<file path="config.mk">
export PLATFORM = sky130hd
export DESIGN_NAME = txt_rom_arbiter
export DESIGN_NICKNAME = d
export VERILOG_FILES = /design/src/rtl/txt_rom_arbiter.sv
export SDC_FILE = /design/constraint.sdc
export NUM_CORES = 1
export LEC_CHECK = 0
export CORE_MARGIN = 2
export CORE_UTILIZATION = 39
export CTS_BUF_LIST = sky130_fd_sc_hd__clkbuf_4 sky130_fd_sc_hd__clkbuf_8 sky130_fd_sc_hd__clkbuf_16
export CTS_CLUSTER_DIAMETER = 60
export CTS_CLUSTER_SIZE = 28
export DETAILED_ROUTE_END_ITERATION = 6
export PLACE_DENSITY = 0.82
export SYNTH_ARGS = -nofsm -noshare
export SYNTH_HDL_FRONTEND = slang
export SYNTH_SLANG_ARGS = --single-unit
</file>
<file path="constraint.sdc">
create_clock -name clk -period 2.5 [get_ports clk]
set_clock_uncertainty 0.05 [all_clocks]
set_input_delay 0.5 -clock clk [delete_from_list [all_inputs] [get_ports clk]]
set_output_delay 0.5 -clock clk [all_outputs]
set_load 0.03 [all_outputs]
</file>
<file path="src/rtl/txt_rom_arbiter.sv">
// Round-robin arbiter sharing one text-ROM lookup port among NREQ draw requesters.
// Optional owner lock for burst line reads: define TXT_ARB_LOCK_EN.
module txt_rom_arbiter #(
    parameter int NREQ    = 4,
    parameter int ROM_LAT = 1,
    parameter int MSG_W   = 3,
    localparam int IDW    = $clog2(NREQ)
) (
    input  logic                  clk,
    input  logic                  rst,
    input  logic                  en,
    input  logic [NREQ-1:0]       req_valid,
    input  logic [NREQ*8-1:0]     req_xy,
    input  logic [NREQ*MSG_W-1:0] req_msg,
`ifdef TXT_ARB_LOCK_EN
    input  logic [NREQ-1:0]       req_lock,
`endif
    output logic [NREQ-1:0]       req_ready,
    output logic [7:0]            rom_xy,
    output logic [MSG_W-1:0]      rom_msg,
    input  logic [6:0]            rom_char,
    output logic                  rsp_valid,
    output logic [6:0]            rsp_char,
    output logic [IDW-1:0]        rsp_id
);

    typedef struct packed {
        logic           vld;
        logic [IDW-1:0] id;
    } tag_t;

    logic [IDW-1:0] ptr;
    logic [IDW-1:0] winner;
    logic [IDW:0]   scan;
    logic           found;
    logic [IDW-1:0] grant_id;
    logic           grant;
    logic           accept;
    logic           lock_hit;
    logic [IDW-1:0] ptr_next;
    tag_t           tag_pipe [ROM_LAT+1];

    // Rotating priority scan starting at ptr.
    // NOTE: combinational blocks use blocking '=' and assign every output a default
    // first, so no latch is inferred and later loop iterations see earlier results.
    always_comb begin
        winner = '0;
        found  = 1'b0;
        scan   = '0;
        for (int k = 0; k < NREQ; k++) begin
            scan = {1'b0, ptr} + (IDW+1)'(k);
            if (scan >= (IDW+1)'(NREQ)) scan = scan - (IDW+1)'(NREQ);
            if (!found && req_valid[scan[IDW-1:0]]) begin
                found  = 1'b1;
                winner = scan[IDW-1:0];
            end
        end
    end

`ifdef TXT_ARB_LOCK_EN
    logic [IDW-1:0] owner;
    logic           owner_vld;

    // The last winner keeps the port while it holds both valid and lock.
    assign lock_hit = owner_vld && req_valid[owner] && req_lock[owner];
    assign grant_id = lock_hit ? owner : winner;
    assign grant    = lock_hit || found;

    always_ff @(posedge clk) begin
        if (rst) begin
            owner     <= '0;
            owner_vld <= 1'b0;
        end else if (accept) begin
            owner     <= grant_id;
            owner_vld <= 1'b1;
        end
    end
`else
    assign lock_hit = 1'b0;
    assign grant_id = winner;
    assign grant    = found;
`endif

    assign accept   = grant && en && !rst;
    assign ptr_next = (grant_id == IDW'(NREQ-1)) ? '0 : grant_id + 1'b1;

    always_comb begin
        req_ready           = '0;
        req_ready[grant_id] = accept;
    end

    // NOTE: sequential state uses non-blocking '<=' so every register samples pre-edge values.
    always_ff @(posedge clk) begin
        if (rst) begin
            ptr     <= '0;
            rom_xy  <= '0;
            rom_msg <= '0;
        end else if (accept) begin
            rom_xy  <= req_xy[8*grant_id +: 8];
            rom_msg <= req_msg[MSG_W*grant_id +: MSG_W];
            if (!lock_hit) ptr <= ptr_next;
        end
    end

    // Tag pipe tracks lookups in flight so each char returns with its owner.
    // NOTE: this small pipe is reset (unlike a RAM) because reset must flush in-flight lookups.
    always_ff @(posedge clk) begin
        if (rst) begin
            for (int k = 0; k <= ROM_LAT; k++) tag_pipe[k] <= '0;
        end else begin
            tag_pipe[0] <= '{vld: accept, id: grant_id};
            for (int k = 1; k <= ROM_LAT; k++) tag_pipe[k] <= tag_pipe[k-1];
        end
    end

    always_ff @(posedge clk) begin
        if (rst) begin
            rsp_valid <= 1'b0;
            rsp_char  <= 7'h20;
            rsp_id    <= '0;
        end else begin
            rsp_valid <= tag_pipe[ROM_LAT].vld;
            if (tag_pipe[ROM_LAT].vld) begin
                rsp_char <= rom_char;
                rsp_id   <= tag_pipe[ROM_LAT].id;
            end
        end
    end

endmodule

</file>
==> impl_metrics.toml <==
[outcome]
status = "completed"

[sta]
final_hold_viol_count = 0
slew_headroom_pct = 63.56
fin_crit_ps = 2384
post-route-worst-setup-slack_ps = 115.7
rsz0062_at_grt = "no"
tightestPinTransition_ps = 545.9
slew_violations = 0
fmax_ghz = 0.4194
finalCritPeriodShare_pct = 95.37
setup_violations = 0
setup_tns_ps = 0

[place]
io_buffers = 82
dp_hpwl_um = 3186
dp_slack_ps = -169.5
gp_congestion = 0.7575

[route]
ant_nets = 0
wl_um = 4195
vias = 1555
viasPerCell = 5.016
route.detailed.drc = 0
dr.pass1.iters = 4
drt-initial-drc-count = 61
wl_per_cell_um = 13.53

[synth]
syn_area_per_cell_um2 = 9.353
syn-num-nets = 220
ys_types = 28
synth_top_area_share_pct = 38.32
synth_area_leaders = "dfxtp_1 (38%), a211oi_1 (11%), nor3b_1 (11%)"
synthCells = 162
ys_ff_latch = 29
yosysWarningCount = 0
synth_top_area_cell = "dfxtp_1"
synth_area_um2 = 1515
yosysSeqAreaShare_pct = 38.32

[worst_hold_path]
min_delay_worst_endpoint = "tag_pipe[0][5]"
hp-start = "tag_pipe[0][2]"
hold_class = "reg2reg"
whs_path_depth = 1

[clock_network]
clkTransAtPathRegs_ps = 60
cts.htree.levels = 2
clockRootBuffer = "clkbuf_8"
numCtsBuffers = 5
cts_tree = "built"
cts.sink_count = 29
clk_latency_ps = 280
cts_buffer_depth = 2
postCtsHoldBufs = 0

[setup_path]
slowest_delay_ps = 290
criticalPathCategory = "in2out"
cp-start-kind = "input port"
crit_chain = "dlygate4sd2_1 -> nor2b_1 -> nor4b_4 -> or2_1 -> nor3_2 -> buf_4"
path_max_fanout = 4
crit_family = "simple AND/OR/NAND/NOR gates"
critical-path-slowest-cell = "dlygate4sd2_1"
r2r_slack_ps = 550
reg2reg_to = "rom_xy[6]"
cp_num_cells = 6
critPathRequiredTime_ps = 1950
reg2regPathDepth = 6
endpoint_kind = "output port"
cp.arrival_ps = 1830
r2r_start = "ptr[0]"
critPathBufInv = 2

[cells_and_area]
final_common_cell = "clkdlybuf4s50_1"
area_growth_pct = 70.85
num_antenna_cells = 0
nNetsFinal = 319
fill_cells = 311
most-common-layout-cells = "clkdlybuf4s50_1 (74), buf_4 (29), dfxtp_1 (29)"
drive_above_1_share_pct = 20.61

[power]
irDropWorstVdd_mv = 0.2928
p_leak_nw = 0.9637
power.density_nw_per_um2 = 518.0

[grt]
grt_max_degree = 25
grt_use_total_pct = 20.65
antenna_found_initial = 0
grt_overflow = 0
grt_pass1_vias = 1597
grt_pass1_wl_um = 7003

[die]
rows = 22
die_area_um2 = 4400
initial_utilization_pct = 41.08
dieWidth_um = 66.33
die_h_um = 66.33
fp.coreArea_um2 = 3689
ios = 83

[job]
maxCapViolCount = 0
layout make-up:
cell class	instances	area, um2	area share (%)
clock buffer	5	68.82	2.658
multi-input combinational	116	864.6	33.40
timing repair buffer	107	989.7	38.23
clock inverter	3	17.52	0.6767
sequential	29	580.6	22.43
tap	48	60.06	2.320
inverter	2	7.507	0.2900
cells in the mapped netlist:
cell type and n:
or2_1 1, and3_1 1, o31ai_2 5, o32ai_2 1, buf_1 1, nor2_1 16
buf_4 1, o32a_1 1, o41a_1 1, buf_2 3, dfxtp_1 29, buf_6 3
o31ai_1 6, mux2i_1 8, nor2b_1 7, and2b_1 1, nand2b_1 1, inv_2 1
inv_1 1, nor4b_4 1, a211oi_1 23, nand2_1 14, clkbuf_1 7, a311oi_2 1
nor3b_1 22, a2111oi_4 1, a211o_1 1, nor3_1 4
cells by family after synthesis:
family                 count (synthesis)  synth area share [%]
buffers and inverters                 17                 6.193
and+or+nand+nor                       68                 25.85
muxes                                  8                 5.285
DFF                                   29                 38.32
AOI/OAI and AO/OA                     40                 24.36
routing by layer:
metal | up-vias | track usage [%] | wire length, um
met5 | - | 0 | 0
met4 | 0 | 5.357 | 34
met3 | 5 | 6.985 | 372
met2 | 58 | 35.75 | 1993
met1 | 701 | 24.20 | 1794
li1 | 791 | - | -
worst reg2reg max path, cell delays in order (launching register included):
cell      delay (ps)
dfxtp_1          360
and2b_2          260
nor4b_4          290
or2_1            230
buf_4            300
a211oi_1         120
o31ai_1          250
per-stage QoR:
stage	utilization [%]	hold WS (ps)	total power, mW	instance area [um2]	cells
2_1_floorplan	-	363.8	0.7684	1525	162
3_3_place_gp	67.10	366.8	0.9659	2475	299
3_5_place_dp	67.10	380.1	0.9716	2475	299
4_1_cts	70.28	395.9	1.349	2592	310
5_1_grt	70.18	405.7	1.404	2589	310
6_report	70.18	390.2	1.341	2589	310
registers in the layout, summed over array words and instances, names as in the netlist:
| register | flops |
|---|---|
| rsp_valid | 1 |
| tag_pipe | 6 |
| rsp_id | 2 |
| rom_xy | 8 |
| rom_msg | 3 |
| ptr | 2 |
| rsp_char | 7 |
where the power goes:
part	internal, mW	switching, mW	total, mW
Clock	0.192	0.182	0.373
Sequential	0.496	0.0171	0.513
Combinational	0.235	0.219	0.454
how the worst max path moves through the flow:
stage                         endpoint  slack (ps)    startpoint
after floorplan           req_ready[1]        -240  req_valid[0]
after global placement    req_ready[1]        -160  req_valid[1]
after detailed placement  req_ready[0]        -170  req_valid[0]
after CTS                 req_ready[0]          60  req_valid[1]
after global routing      req_ready[0]          10  req_valid[3]
final                     req_ready[0]         120  req_valid[3]
timing repair:
item / CTS / global route
pin swaps: 6 / 0
endpoints found under the setup margin: 4 / 3
gates resized for setup: 9 / 2
setup buffers: 3 / 0
No activity file was read; power rests on OpenSTA's default activity.
